<file path="config.mk">
export PLATFORM = sky130hd
export DESIGN_NAME = alu_seq
export DESIGN_NICKNAME = d
export VERILOG_FILES = /design/src/rtl/alu_seq.sv
export SDC_FILE = /design/constraint.sdc
export NUM_CORES = 1
export LEC_CHECK = 0
export CAP_MARGIN = 5
export CORE_UTILIZATION = 45
export CTS_CLUSTER_SIZE = 8
export DETAILED_ROUTE_END_ITERATION = 10
export HOLD_SLACK_MARGIN = 0.06
export SYNTH_ARGS = -nofsm -noshare
export SYNTH_HDL_FRONTEND = slang
export SYNTH_SLANG_ARGS = --single-unit
</file>
<file path="constraint.sdc">
create_clock -name clk -period 6.92 [get_ports clk]
set_input_delay 2.076 -clock clk [delete_from_list [all_inputs] [get_ports clk]]
set_output_delay 2.076 -clock clk [all_outputs]
set_load 0.03 [all_outputs]
</file>
<file path="src/rtl/alu_seq.sv">
// Multi-cycle RV32I/RV32M execute unit: single-cycle integer ops plus
// iterative shift-add multiply and restoring divide behind valid/ready handshakes.
module alu_seq #(
  parameter int XLEN    = 32,
  parameter int PC_W    = 8,
  parameter int SHAMT_W = $clog2(XLEN)
) (
  input  logic            clk,
  input  logic            rst,
  input  logic            in_valid,
  output logic            in_ready,
  input  logic [6:0]      opcode,
  input  logic [6:0]      funct7,
  input  logic [2:0]      funct3,
  input  logic [19:0]     imm,
  input  logic [PC_W-1:0] pc,
  input  logic [XLEN-1:0] rs1_val,
  input  logic [XLEN-1:0] rs2_val,
  output logic            out_valid,
  input  logic            out_ready,
  output logic [XLEN-1:0] rd_val,
  output logic            busy
);

  localparam int          CNT_W    = $clog2(XLEN) + 1;
  localparam logic [6:0]  OP_R     = 7'b0110011;
  localparam logic [6:0]  OP_I     = 7'b0010011;
  localparam logic [6:0]  OP_LUI   = 7'b0110111;
  localparam logic [6:0]  OP_AUIPC = 7'b0010111;
  localparam logic [6:0]  F7_BASE  = 7'b0000000;
  localparam logic [6:0]  F7_ALT   = 7'b0100000;
  localparam logic [6:0]  F7_MULDIV = 7'b0000001;

  typedef enum logic [1:0] {IDLE, CALC, DONE} state_e;

  state_e                state_q, state_d;
  logic [CNT_W-1:0]      cnt_q, cnt_d;
  logic [XLEN-1:0]       acc_q, acc_d;   // product high half / partial remainder
  logic [XLEN-1:0]       lo_q, lo_d;     // product low half / quotient
  logic [XLEN-1:0]       opa_q, opa_d;   // multiplicand / divisor magnitude
  logic [XLEN-1:0]       rs1_q, rs1_d;
  logic [2:0]            f3_q, f3_d;
  logic                  a_neg_q, a_neg_d;
  logic                  neg_q, neg_d;
  logic [XLEN-1:0]       rd_q, rd_d;

  // Single-cycle datapath, evaluated on the raw inputs at the accept edge.
  logic signed [11:0]    imm12;
  logic signed [31:0]    imm32;
  logic [XLEN-1:0]       imm_i, imm_u, op_b, alu_res;
  logic [SHAMT_W-1:0]    shamt;
  logic [6:0]            alt;
  logic                  is_r, is_m, plain;

  always_comb begin
    // NOTE: every combinational output gets a default first so no path infers a latch.
    alu_res = '0;
    imm12   = imm[11:0];
    imm32   = {imm, 12'b0};
    imm_i   = XLEN'(imm12);
    imm_u   = XLEN'(imm32);
    is_r    = (opcode == OP_R);
    is_m    = is_r && (funct7 == F7_MULDIV);
    op_b    = is_r ? rs2_val : imm_i;
    shamt   = op_b[SHAMT_W-1:0];
    alt     = is_r ? funct7 : imm[11:5];
    plain   = !is_r || (funct7 == F7_BASE);
    if (opcode == OP_R || opcode == OP_I) begin
      case (funct3)
        3'b000: begin
          if (is_r && alt == F7_ALT) alu_res = rs1_val - op_b;
          else if (plain)            alu_res = rs1_val + op_b;
        end
        3'b001: if (alt == F7_BASE) alu_res = rs1_val << shamt;
        3'b010: if (plain) alu_res = XLEN'($signed(rs1_val) < $signed(op_b));
        3'b011: if (plain) alu_res = XLEN'(rs1_val < op_b);
        3'b100: if (plain) alu_res = rs1_val ^ op_b;
        3'b101: begin
          if (alt == F7_BASE)     alu_res = rs1_val >> shamt;
          else if (alt == F7_ALT) alu_res = XLEN'($signed(rs1_val) >>> shamt);
        end
        3'b110: if (plain) alu_res = rs1_val | op_b;
        default: if (plain) alu_res = rs1_val & op_b;
      endcase
    end else if (opcode == OP_LUI) begin
      alu_res = imm_u;
    end else if (opcode == OP_AUIPC) begin
      alu_res = XLEN'(pc) + imm_u;
    end
  end

  // Operand signedness and magnitudes for the M group.
  logic            a_sgn, b_sgn;
  logic [XLEN-1:0] a_mag, b_mag;

  always_comb begin
    a_sgn = rs1_val[XLEN-1] &
            ((!funct3[2] && funct3 != 3'b011) || (funct3[2] && !funct3[0]));
    b_sgn = rs2_val[XLEN-1] &
            ((!funct3[2] && !funct3[1]) || (funct3[2] && !funct3[0]));
    a_mag = a_sgn ? -rs1_val : rs1_val;
    b_mag = b_sgn ? -rs2_val : rs2_val;
  end

  // One iteration step for each engine, plus the final sign fix-up.
  logic [XLEN:0]     mul_sum, div_shift, div_trial;
  logic [2*XLEN-1:0] prod, prod_fix;
  logic [XLEN-1:0]   quot, rem, m_res;
  logic              div_zero;

  always_comb begin
    mul_sum   = {1'b0, acc_q} + (lo_q[0] ? {1'b0, opa_q} : '0);
    div_shift = {acc_q, lo_q[XLEN-1]};
    div_trial = div_shift - {1'b0, opa_q};
    prod      = {acc_q, lo_q};
    prod_fix  = neg_q ? -prod : prod;
    quot      = neg_q ? -lo_q : lo_q;
    rem       = a_neg_q ? -acc_q : acc_q;
    div_zero  = (opa_q == '0);
    case (f3_q)
      3'b000:                m_res = prod_fix[XLEN-1:0];
      3'b001, 3'b010, 3'b011: m_res = prod_fix[2*XLEN-1:XLEN];
      3'b100, 3'b101:        m_res = div_zero ? '1 : quot;
      default:               m_res = div_zero ? rs1_q : rem;
    endcase
  end

  always_comb begin
    state_d = state_q;
    cnt_d   = cnt_q;
    acc_d   = acc_q;
    lo_d    = lo_q;
    opa_d   = opa_q;
    rs1_d   = rs1_q;
    f3_d    = f3_q;
    a_neg_d = a_neg_q;
    neg_d   = neg_q;
    rd_d    = rd_q;
    case (state_q)
      IDLE: begin
        if (in_valid) begin
          if (is_m) begin
            state_d = CALC;
            cnt_d   = '0;
            acc_d   = '0;
            rs1_d   = rs1_val;
            f3_d    = funct3;
            a_neg_d = a_sgn;
            neg_d   = a_sgn ^ b_sgn;
            lo_d    = funct3[2] ? a_mag : b_mag;
            opa_d   = funct3[2] ? b_mag : a_mag;
          end else begin
            state_d = DONE;
            rd_d    = alu_res;
          end
        end
      end
      CALC: begin
        if (cnt_q == CNT_W'(XLEN)) begin
          state_d = DONE;
          cnt_d   = '0;
          rd_d    = m_res;
        end else begin
          cnt_d = cnt_q + CNT_W'(1);
          if (f3_q[2]) begin
            // Restoring divide: keep the trial subtraction only if it did not borrow.
            acc_d = div_trial[XLEN] ? div_shift[XLEN-1:0] : div_trial[XLEN-1:0];
            lo_d  = {lo_q[XLEN-2:0], ~div_trial[XLEN]};
          end else begin
            acc_d = mul_sum[XLEN:1];
            lo_d  = {mul_sum[0], lo_q[XLEN-1:1]};
          end
        end
      end
      DONE:    if (out_ready) state_d = IDLE;
      default: state_d = IDLE;
    endcase
  end

  always_ff @(posedge clk) begin
    // NOTE: state is written with non-blocking assignments so every flop samples pre-edge values.
    if (rst) begin
      // NOTE: the datapath registers are reset too, so a discarded operation leaves no residue.
      state_q <= IDLE;
      cnt_q   <= '0;
      acc_q   <= '0;
      lo_q    <= '0;
      opa_q   <= '0;
      rs1_q   <= '0;
      f3_q    <= '0;
      a_neg_q <= 1'b0;
      neg_q   <= 1'b0;
      rd_q    <= '0;
    end else begin
      state_q <= state_d;
      cnt_q   <= cnt_d;
      acc_q   <= acc_d;
      lo_q    <= lo_d;
      opa_q   <= opa_d;
      rs1_q   <= rs1_d;
      f3_q    <= f3_d;
      a_neg_q <= a_neg_d;
      neg_q   <= neg_d;
      rd_q    <= rd_d;
    end
  end

  assign in_ready  = (state_q == IDLE);
  assign busy      = (state_q == CALC);
  assign out_valid = (state_q == DONE);
  assign rd_val    = rd_q;

endmodule

</file>
==> impl_metrics.toml <==
[critical_path]
end_kind = "register"
r2r_setup_slack_ns = 1.78
start_kind = "input pin"
required_ns = 7.25
worstPathCellList = "clkdlybuf4s50_1, nor3b_2, nand3_1, nand2_4, ha_1, a21o_1, a21o_1, a2111oi_0, o21bai_1, buf_4, a31oi_1, buf_4, o21ai_0, a21oi_1, xor2_1, nor2_1, o31ai_1, buf_4, a221oi_1"
r2r-start = "lo_q[31]"
critPathArrivalTime_ns = 7.12
path_max_fanout = 7
critPathTopFamily = "compound AO/OA/AOI/OAI gates"
cpMostUsedCell = "buf_4"
cp_slowest_cell = "nor3b_2"
worst-path-buf-inv = 4
critPathLaunch = "opcode[6]"
crit_end = "rd_val[23]"
reg2reg_depth = 15
slowest_delay_ns = 0.64
r2r-end = "lo_q[0]"
path_class = "in2reg"
cp.depth = 19

[final_layout]
layout_common_cells = "nand2_1, a21oi_1, nor2_1"
layout_commonest_cell = "nand2_1"
drive_gt1_frac = 0.100
fillers = 5891
design_area_mm2 = 0.0296
nets = 4223
area_growth_pct = 14.7
regArea_mm2 = 0.00347
multi_input_area_mm2 = 0.0206

[sta]
clock.fmax_mhz = 147
finalCriticalPeriod_ns = 6.79
rsz0062_at_grt = "no"
finalClockSkew_ns = 0.0243
worst_slew_pin_slew_ns = 1.37
max-slew-margin-rel = 0.0843
setup_viol = 0
drv_slew = 0
final-hold-violation-count = 0
finalCritPeriodShare = 0.981

[grt]
first_global_vias = 29750
grt_pass1_wl_um = 211000
grt_max_degree = 68
antenna_found_initial = 11
grt_usage = 0.505
grt-ovfl-total = 0

[clocking]
cts_resized = 0
numCtsBuffers = 17
cts_tree = "yes"
clk_root_buffer_cell = "clkbuf_16"
clk_latency_ns = 0.51
h-tree-depth = 4
cts_setup_buffers = 0
ctsHoldBuffers = 0
clock_sinks = 173
clk_pin_slew_worst_paths_ns = 0.07
cts_buffer_depth = 2

[synth]
synthTopCellsByArea = "dfxtp_1, ha_1, a21oi_1"
syn_inst = 3836
synth_seq_cells = 173
yosysSeqAreaShare = 0.134
synth_flop_cell = "dfxtp_1"
synthArstFlopShare = 0
syn_area_per_cell_um2 = 6.73
yosysTopAreaCell = "dfxtp_1"
synthesis.nets = 4112
synth_top_area_share = 0.134
synthDistinctLibCells = 106
yosys_warnings = 0
netlist_area_mm2 = 0.0258
synth_edf_count = 0

[detailed_routing]
vias = 32408
drtIter0Drc = 3988
drc = 0
ant_nets = 0
drt-total-wl_um = 150000
via_per_inst = 6.86
first_pass_iters = 8
detail_route.wl_per_cell_um = 31.7

[floorplan]
std_cell_rows = 87
initial_utilization = 0.457
io-pin-count = 148
die_h_um = 241
coreArea_mm2 = 0.0565
die_w_um = 241
die_area_mm2 = 0.0583

[pwr]
powerDensity_mw_per_mm2 = 116
cellLeakagePower_nw = 12.0
p_comb_frac = 0.408
power_frac_clock = 0.299
power_mw = 3.43
irDropWorstVdd_v = 0.000170
power_switching_mw = 1.46
p_int_mw = 1.97
power.share.switching = 0.426
p_seq_frac = 0.293

[min_path]
hold_class = "reg2reg"
hold_start = "rs1_q[18]"

[place]
gp_congestion = 1.10
placedInstanceArea_mm2 = 0.0290
numPortBuffers = 147
dp_hpwl_um = 118000

[job]
drv_cap = 0

[status]
outcome = "finished clean"
-- worst min-delay path by stage --
stage	to	slack (ns)	depth (start not counted)
final	rs1_q[18]	0.45	2
after global routing	rs1_q[29]	0.47	2
after CTS	rs1_q[29]	0.45	2
after detailed placement	rs1_q[29]	0.44	2
after global placement	rs1_q[21]	0.44	2
after floorplan	rs1_q[31]	0.43	2
-- synthesized netlist by cell type, drive strengths merged, types with 85 or more instances --
master,instances
nor2,372
inv,162
xor2,97
xnor2,109
nand2,474
dfxtp,173
a21o,88
mux2i,133
nor3,110
a211oi,85
a21oi,388
o21ai,307
ha,160
clkbuf,234
nand3,117
-- flip-flops by register name, indices dropped and copies added (netlist names) --
name	cells
lo_q	32
f3_q	3
a_neg_q	1
acc_q	32
cnt_q	6
rs1_q	32
rd_val	32
state_q	2
opa_q	32
neg_q	1
-- per-stage QoR --
stage	util	setup WS [ns]	setup TNS, ns	cells	hold slack [ns]
finish	0.524	0.133	0	4723	0.453
global route	0.524	0.000429	0	4717	0.472
detailed placement	0.513	-0.0901	-0.0901	4684	0.442
CTS	0.524	0.398	0	4716	0.452
global placement	0.513	-0.0307	-0.0307	4684	0.438
floorplan	-	0.369	0	3836	0.428
-- cell type report --
cell class,count,area share
clock inverters,13,0.00423
inverters,167,0.0212
clock buffers,19,0.0153
well taps,756,0.0320
multi-input cells,3193,0.694
repair buffers,395,0.115
diodes,7,0.000592
flip-flops and latches,173,0.117
-- kinds of logic after synthesis --
family,share of synthesized area
DFF,0.134
xor gates and xnor gates,0.0699
buffers and inverters,0.0716
AOI/OAI and AO/OA,0.334
adders and majority gates,0.0799
muxes,0.0717
and+or+nand+nor,0.239
-- power groups by stage --
stage          logic (mW)  registers (mW)  clock network (mW)
2_1_floorplan       0.710            1.03                   0
5_1_grt              1.44            1.01                1.06
4_1_cts              1.32            1.01                1.03
3_5_place_dp         1.32            1.03                   0
3_3_place_gp         1.33            1.03                   0
6_report             1.40            1.01                1.03
-- worst register-to-register path, delay by kind of cell, from the launching register on --
kind / cells / cell delay [ns]
simple gates: 4 / 1.06
buf+inv: 2 / 0.27
compound gates: 7 / 2.67
fa+ha+maj: 2 / 0.63
flops: 1 / 0.33
-- per-layer routing --
metal | GRT usage | part of all wire | up-vias | wire (um)
li1 | - | - | 14244 | -
met1 | 0.589 | 0.37 | 15267 | 55000
met2 | 0.744 | 0.41 | 2228 | 61300
met3 | 0.171 | 0.12 | 661 | 18200
met4 | 0.424 | 0.10 | 8 | 15000
met5 | 0 | 0.00031 | - | 46
(Power assumes the default switching activity.)
